<file path="src/rtl/posit_dot_stream.sv">
// Multi-lane streaming posit8 (es=0) dot-product engine with valid/ready in and out.
// Per lane: registered multiply stage, then registered accumulate stage; results held until m_ready.
package posit8_pkg;
  typedef struct packed {
    logic             s;
    logic signed [5:0] k;
    logic [5:0]       sig;
  } dec_t;

  // Sign, regime scale and hidden-bit significand of a non-zero, non-NaR posit.
  function automatic dec_t decode(input logic [7:0] p);
    dec_t d;
    logic [6:0] ab;
    logic [6:0] sh;
    logic       r0;
    logic       run;
    logic [3:0] m;
    ab  = p[7] ? 7'(~p + 8'd1) : p[6:0];
    r0  = ab[6];
    run = 1'b1;
    m   = 4'd0;
    for (int i = 6; i >= 0; i--) begin
      if (run && (ab[i] == r0)) m = m + 4'd1;
      else run = 1'b0;
    end
    sh    = ab << (m + 4'd1);
    d.s   = p[7];
    d.k   = r0 ? $signed({2'b00, m}) - 6'sd1 : -$signed({2'b00, m});
    d.sig = {1'b1, sh[6:2]};
    return d;
  endfunction

  // Round-to-nearest-even on the regime+fraction bit string; saturates to minpos/maxpos.
  function automatic logic [7:0] encode(input logic sgn, input logic signed [5:0] k,
                                        input logic [11:0] frac, input logic stk);
    logic [19:0] v;
    logic [3:0]  rlen;
    logic        rnd;
    logic [7:0]  mag;
    v    = '0;
    rlen = '0;
    rnd  = 1'b0;
    if (k >= 6'sd6) mag = 8'h7F;
    else if (k <= -6'sd7) mag = 8'h01;
    else begin
      if (k >= 6'sd0) begin
        rlen = 4'(k + 6'sd2);
        v    = ~(20'hFFFFF >> 5'(k + 6'sd1));
      end else begin
        rlen = 4'(6'sd1 - k);
        v    = 20'd1 << 5'(6'sd19 + k);
      end
      v   = v | ({frac, 8'd0} >> rlen);
      rnd = v[12] & (v[13] | stk | (|v[11:0]));
      mag = {1'b0, v[19:13]} + {7'd0, rnd};
    end
    return sgn ? (~mag + 8'd1) : mag;
  endfunction
endpackage

module posit_mult_8bit import posit8_pkg::*; (
  input  logic [7:0] a,
  input  logic [7:0] b,
  output logic [7:0] p
);
  dec_t              da, db;
  logic [11:0]       prod;
  logic [11:0]       frac;
  logic signed [5:0] k;

  always_comb begin
    da   = decode(a);
    db   = decode(b);
    prod = da.sig * db.sig;
    k    = da.k + db.k;
    frac = {prod[9:0], 2'b00};
    if (prod[11]) begin
      k    = k + 6'sd1;
      frac = {prod[10:0], 1'b0};
    end
    if (a == 8'h80 || b == 8'h80) p = 8'h80;
    else if (a == 8'h00 || b == 8'h00) p = 8'h00;
    else p = encode(da.s ^ db.s, k, frac, 1'b0);
  end
endmodule

module posit_adder_8bit import posit8_pkg::*; (
  input  logic [7:0] a,
  input  logic [7:0] b,
  output logic [7:0] s
);
  dec_t              da, db, bg, sm;
  logic [4:0]        d;
  logic [28:0]       ext;
  logic [16:0]       bv, sv, norm;
  logic [17:0]       sum;
  logic [4:0]        p;
  logic signed [5:0] kr;

  always_comb begin
    da = decode(a);
    db = decode(b);
    if (($signed(db.k) > $signed(da.k)) || (db.k == da.k && db.sig > da.sig)) begin
      bg = db;
      sm = da;
    end else begin
      bg = da;
      sm = db;
    end
    d   = 5'(bg.k - sm.k);
    // Smaller operand aligned with its shifted-out bits jammed into a sticky LSB.
    ext = {sm.sig, 23'd0} >> d;
    bv  = {bg.sig, 11'd0};
    sv  = {ext[28:13], |ext[12:0]};
    sum = (bg.s == sm.s) ? ({1'b0, bv} + {1'b0, sv}) : ({1'b0, bv} - {1'b0, sv});
    p   = 5'd0;
    for (int i = 0; i < 18; i++) if (sum[i]) p = 5'(i);
    norm = 17'(sum << (5'd17 - p));
    kr   = bg.k + $signed({1'b0, p}) - 6'sd16;
    if (a == 8'h80 || b == 8'h80) s = 8'h80;
    else if (a == 8'h00) s = b;
    else if (b == 8'h00) s = a;
    else if (sum == 18'd0) s = 8'h00;
    else s = encode(bg.s, kr, norm[16:5], |norm[4:0]);
  end
endmodule

module posit_dot_stream #(
  parameter int LANES = 4,
  parameter int LEN_W = 8
) (
  input  logic               clk,
  input  logic               rst_n,
  input  logic               clr,
  input  logic [LEN_W-1:0]   cfg_len,
  input  logic               s_valid,
  output logic               s_ready,
  input  logic [8*LANES-1:0] s_a,
  input  logic [8*LANES-1:0] s_b,
  output logic               m_valid,
  input  logic               m_ready,
  output logic [8*LANES-1:0] m_data,
  output logic [LANES-1:0]   m_nar,
  output logic [LEN_W-1:0]   elem_cnt,
  output logic               busy
);
  typedef enum logic [1:0] {ST_ACC, ST_FLUSH, ST_OUT} state_t;

  state_t               state;
  logic [LEN_W-1:0]     len_q, len_sel;
  logic                 p1_valid, accept, last;
  logic [8*LANES-1:0]   prod, p1, acc, sum;

  assign accept  = s_valid & s_ready;
  // The first beat of a vector uses the live cfg_len; later beats use the latched copy.
  assign len_sel = (elem_cnt == '0) ? cfg_len : len_q;
  assign last    = (elem_cnt == len_sel - LEN_W'(1));
  assign busy    = !(state == ST_ACC && elem_cnt == '0);
  assign m_data  = acc;

  for (genvar i = 0; i < LANES; i++) begin : g_lane
    posit_mult_8bit  u_mul (.a(s_a[8*i +: 8]), .b(s_b[8*i +: 8]), .p(prod[8*i +: 8]));
    posit_adder_8bit u_add (.a(p1[8*i +: 8]),  .b(acc[8*i +: 8]), .s(sum[8*i +: 8]));
    assign m_nar[i] = (acc[8*i +: 8] == 8'h80);
  end

  always_ff @(posedge clk or negedge rst_n) begin
    if (!rst_n) begin
      state    <= ST_ACC;
      elem_cnt <= '0;
      len_q    <= '0;
      p1_valid <= 1'b0;
      p1       <= '0;
      acc      <= '0;
      s_ready  <= 1'b1;
      m_valid  <= 1'b0;
    end else if (clr) begin
      state    <= ST_ACC;
      elem_cnt <= '0;
      p1_valid <= 1'b0;
      acc      <= '0;
      s_ready  <= 1'b1;
      m_valid  <= 1'b0;
    end else begin
      if (p1_valid) acc <= sum;
      case (state)
        ST_ACC: begin
          p1_valid <= accept;
          if (accept) begin
            p1 <= prod;
            if (elem_cnt == '0) len_q <= cfg_len;
            if (last) begin
              elem_cnt <= '0;
              state    <= ST_FLUSH;
              s_ready  <= 1'b0;
            end else begin
              elem_cnt <= elem_cnt + LEN_W'(1);
            end
          end
        end
        ST_FLUSH: begin
          p1_valid <= 1'b0;
          state    <= ST_OUT;
          m_valid  <= 1'b1;
        end
        ST_OUT: begin
          if (m_ready) begin
            acc     <= '0;
            state   <= ST_ACC;
            m_valid <= 1'b0;
            s_ready <= 1'b1;
          end
        end
        default: begin
          state   <= ST_ACC;
          s_ready <= 1'b1;
          m_valid <= 1'b0;
        end
      endcase
    end
  end
endmodule
</file>
<file path="config.mk">
export PLATFORM = sky130hd
export DESIGN_NAME = posit_dot_stream
export DESIGN_NICKNAME = d
export VERILOG_FILES = /design/src/rtl/posit_dot_stream.sv
export SDC_FILE = /design/constraint.sdc
export NUM_CORES = 2
export LEC_CHECK = 0
export ABC_AREA = 1
export CORE_MARGIN = 2
export CORE_UTILIZATION = 27
export CTS_BUF_LIST = sky130_fd_sc_hd__clkbuf_8
export DETAILED_ROUTE_END_ITERATION = 10
export PLACE_DENSITY = 0.49
export SETUP_SLACK_MARGIN = 0.02
export SLEW_MARGIN = 30
export SYNTH_ARGS = -nofsm -noshare
export SYNTH_HDL_FRONTEND = slang
export SYNTH_SLANG_ARGS = --single-unit
</file>
<file path="constraint.sdc">
create_clock -name clk -period 12 [get_ports clk]
set_input_delay 2.4 -clock clk [delete_from_list [all_inputs] [get_ports clk]]
set_output_delay 2.4 -clock clk [all_outputs]
set_load 0.05 [all_outputs]
</file>
==> results.txt <==
crit path DAT -> 11860 ps
complex-gate fraction of the synthesized area -> 15.6%
final worst-path cycle share -> 96.2%
Synth async-reset ratio -> 100%
CTS clk-pin slew, worst paths -> 110 ps
Core Region -> 167000 um^2
Synth Area in Adders -> 14.8%
Avg Cell Area, Syn -> 5.75 um^2
gr usage total -> 17.0%
final core utilization -> 38.2%
combinational family with the most area after synthesis -> simple AND/OR/NAND/NOR gates
mapped cell area -> 45400 um^2
drc violations -> 0
Max Slew Vio Count -> 0
largest net degree at the start of global routing -> 49
Reg area -> 2140 um^2
die area -> 171000 um^2
post-synthesis cell type count -> 99
Port Buffers -> 123
Max-Cap Viols -> 0
vias per cell -> 4.74
initial drt markers -> 3267
maximum fanout along the worst path -> 6
Setup Skew -> 38.9 ps
final worst path period need -> 11550 ps
RSZ-0062 raised after global routing -> true
Longest Clk Path Bufs -> 2
share of cells above drive strength 1 -> 32.2%
YS warnings -> 0
Hold WS -> 496 ps
CP max-delay cell -> fa_1
cell count after synthesis -> 7890
io pins -> 124
status -> complete, no violations
final-stage net count -> 9853
DRT Wirelength -> 156000 um
Yosys top cell by area -> nand2_1
Final HPWL DP -> 129000 um
CP Class -> reg2reg
Hold Vio Cnt, Final -> 0
number of global-route vias before repair -> 49600
top cells by area, synth -> nand2_1 (17%), ha_1 (11%), nand3_1 (11%)
Synth Flop Type -> dfrtp_1
global-route wire length before repair -> 247000 um
routed length per instance -> 13.6 um
CP Launch Type -> flip-flop
fmax -> 86.6 MHz
num rows -> 150
Post-synth top cells -> nand2_1 (2085), inv_1 (1126), nand3_1 (1014)
CTS tree -> yes
die width -> 414 um
Worst-Margin Slew -> 1120 ps
Synth Area in XOR/XNOR -> 5.99%
HP Class -> reg2reg
endpoint class of the critical path -> flip-flop
htree depth -> 3
gp weighted congestion -> 0.942
critical path data required time -> 12310 ps
area share of and/or/nand/nor cells after synthesis -> 44.8%
CTS Hold Bufs -> 0
EDFF count, synth -> 0
synthesized net count -> 8457
ANT nets after route -> 0
Final Setup Violations -> 0
crit-path max cell delay -> 570 ps
CTS sink count -> 85
initial antenna violation count -> 1
clk_lat worst skew -> 450 ps
Slew headroom -> 24.6%
post-synthesis mux area share -> 0.221%
CTS Buf Count -> 9
Initial Util -> 27.2%
Seq/Total Area, Yosys -> 4.69%
CP dominant cell by count -> nand2_2
die height -> 414 um
most common cell in the netlist -> nand2_1
grt ovf -> 0
root buf cell -> clkbuf_8
area added between synthesis and finish -> 40.6%
routed via count -> 54500
share of the synthesized area in the top cell type -> 17.2%
drt pass-1 iters -> 6
area of the multi-input gates -> 41400 um^2
flops & latches, synth -> 85
number of fill cells in the layout -> 17900
[metrics by stage]
stage               TNS (ps)  setup WS, ps  cell area [um^2]  cells
floorplan              -27.2         -27.2             45500   7890
detailed placement    -22600         -1020             57400  11300
CTS                    -2.08         -2.08             58100  11300
finish                     0           453             63800  11500
global route           -3430          -280             63800  11500
global placement      -19100         -1020             57400  11300
[final timing paths]
path | from | endpoint | slack (ps) | cells past startpoint
max in group asynchronous | rst_n | m_data[23] | 8870 | 2
worst min register to register | len_q[2] | len_q[2] | 500 | 2
worst max-delay path | p1[8] | m_data[12] | 450 | 87
min in group asynchronous | rst_n | state[0] | 1910 | 1
worst min-delay path | len_q[2] | len_q[2] | 500 | 2
worst max register to register | p1[8] | m_data[12] | 450 | 87
[layout make-up]
type | instances | area share, %
Antenna cell | 1 | 0.00392
Clock buffer | 9 | 0.194
Clock inverter | 7 | 0.163
Inverter | 1253 | 7.61
Multi-Input combinational cell | 6360 | 64.9
Sequential cell | 85 | 3.36
Tap cell | 2204 | 4.32
Timing Repair Buffer | 1575 | 19.4
Timing Repair inverter | 2 | 0.0196
[worst max-delay path: cells and delay by family, from the launching register on]
family                   cells  cell delay, ps
AO/OA/AOI/OAI               14            2520
flip-flops                   1             410
AND/OR/NAND/NOR             40            3720
XOR/XNOR                     4             820
buffers and inverters       20            1740
adder cells (fa/ha/maj)      9            2210
[state kept, by name (all words and copies together), names as in the netlist]
name,cells
m_data,32
p1,32
elem_cnt,8
len_q,8
state,2
m_valid,1
p1_valid,1
s_ready,1
[layer usage]
layer	up-vias	wire length [um]	track usage, %
met1	25000	74600	23.7
met3	122	3880	0.565
met4	0	4260	4.66
met2	848	73500	28.4
li1	28500	-	-
met5	-	0	0
[logic make-up (layout without fill, tap and decap cells)]
group                    after synthesis  after routing
buffers and inverters               1447           2846
AO/OA/AOI/OAI                       1220           1220
other                                  0              1
XOR/XNOR                             289            289
multiplexers                          10             10
AND/OR/NAND/NOR                     4349           4351
flip-flops                            85             85
adder cells (fa/ha/maj)              490            490
[placed cells by master, fill, tap and decap left out, types with 112 or more instances in the layout]
cell type,Yosys,layout
inv_2,87,213
ha_1,410,316
nand2_2,134,273
nand2_1,2085,1912
buf_4,21,1401
o21ai_0,578,392
o21ai_2,32,112
inv_1,1126,982
nand3_1,1014,950
nand3_2,101,150
xor2_1,192,131
o21ai_1,61,162
a21oi_1,241,196
nor2_1,547,460
[what timing repair did]
item	CTS	global route
endpoints found under the setup margin	51	64
cloned	1	8
pin swaps	30	495
gates resized for setup	138	1186
setup buffers	10	182
Power is left out: the tool's default activity adds up to more than one toggle a clock period on the data nets, which glitch-free logic cannot reach.
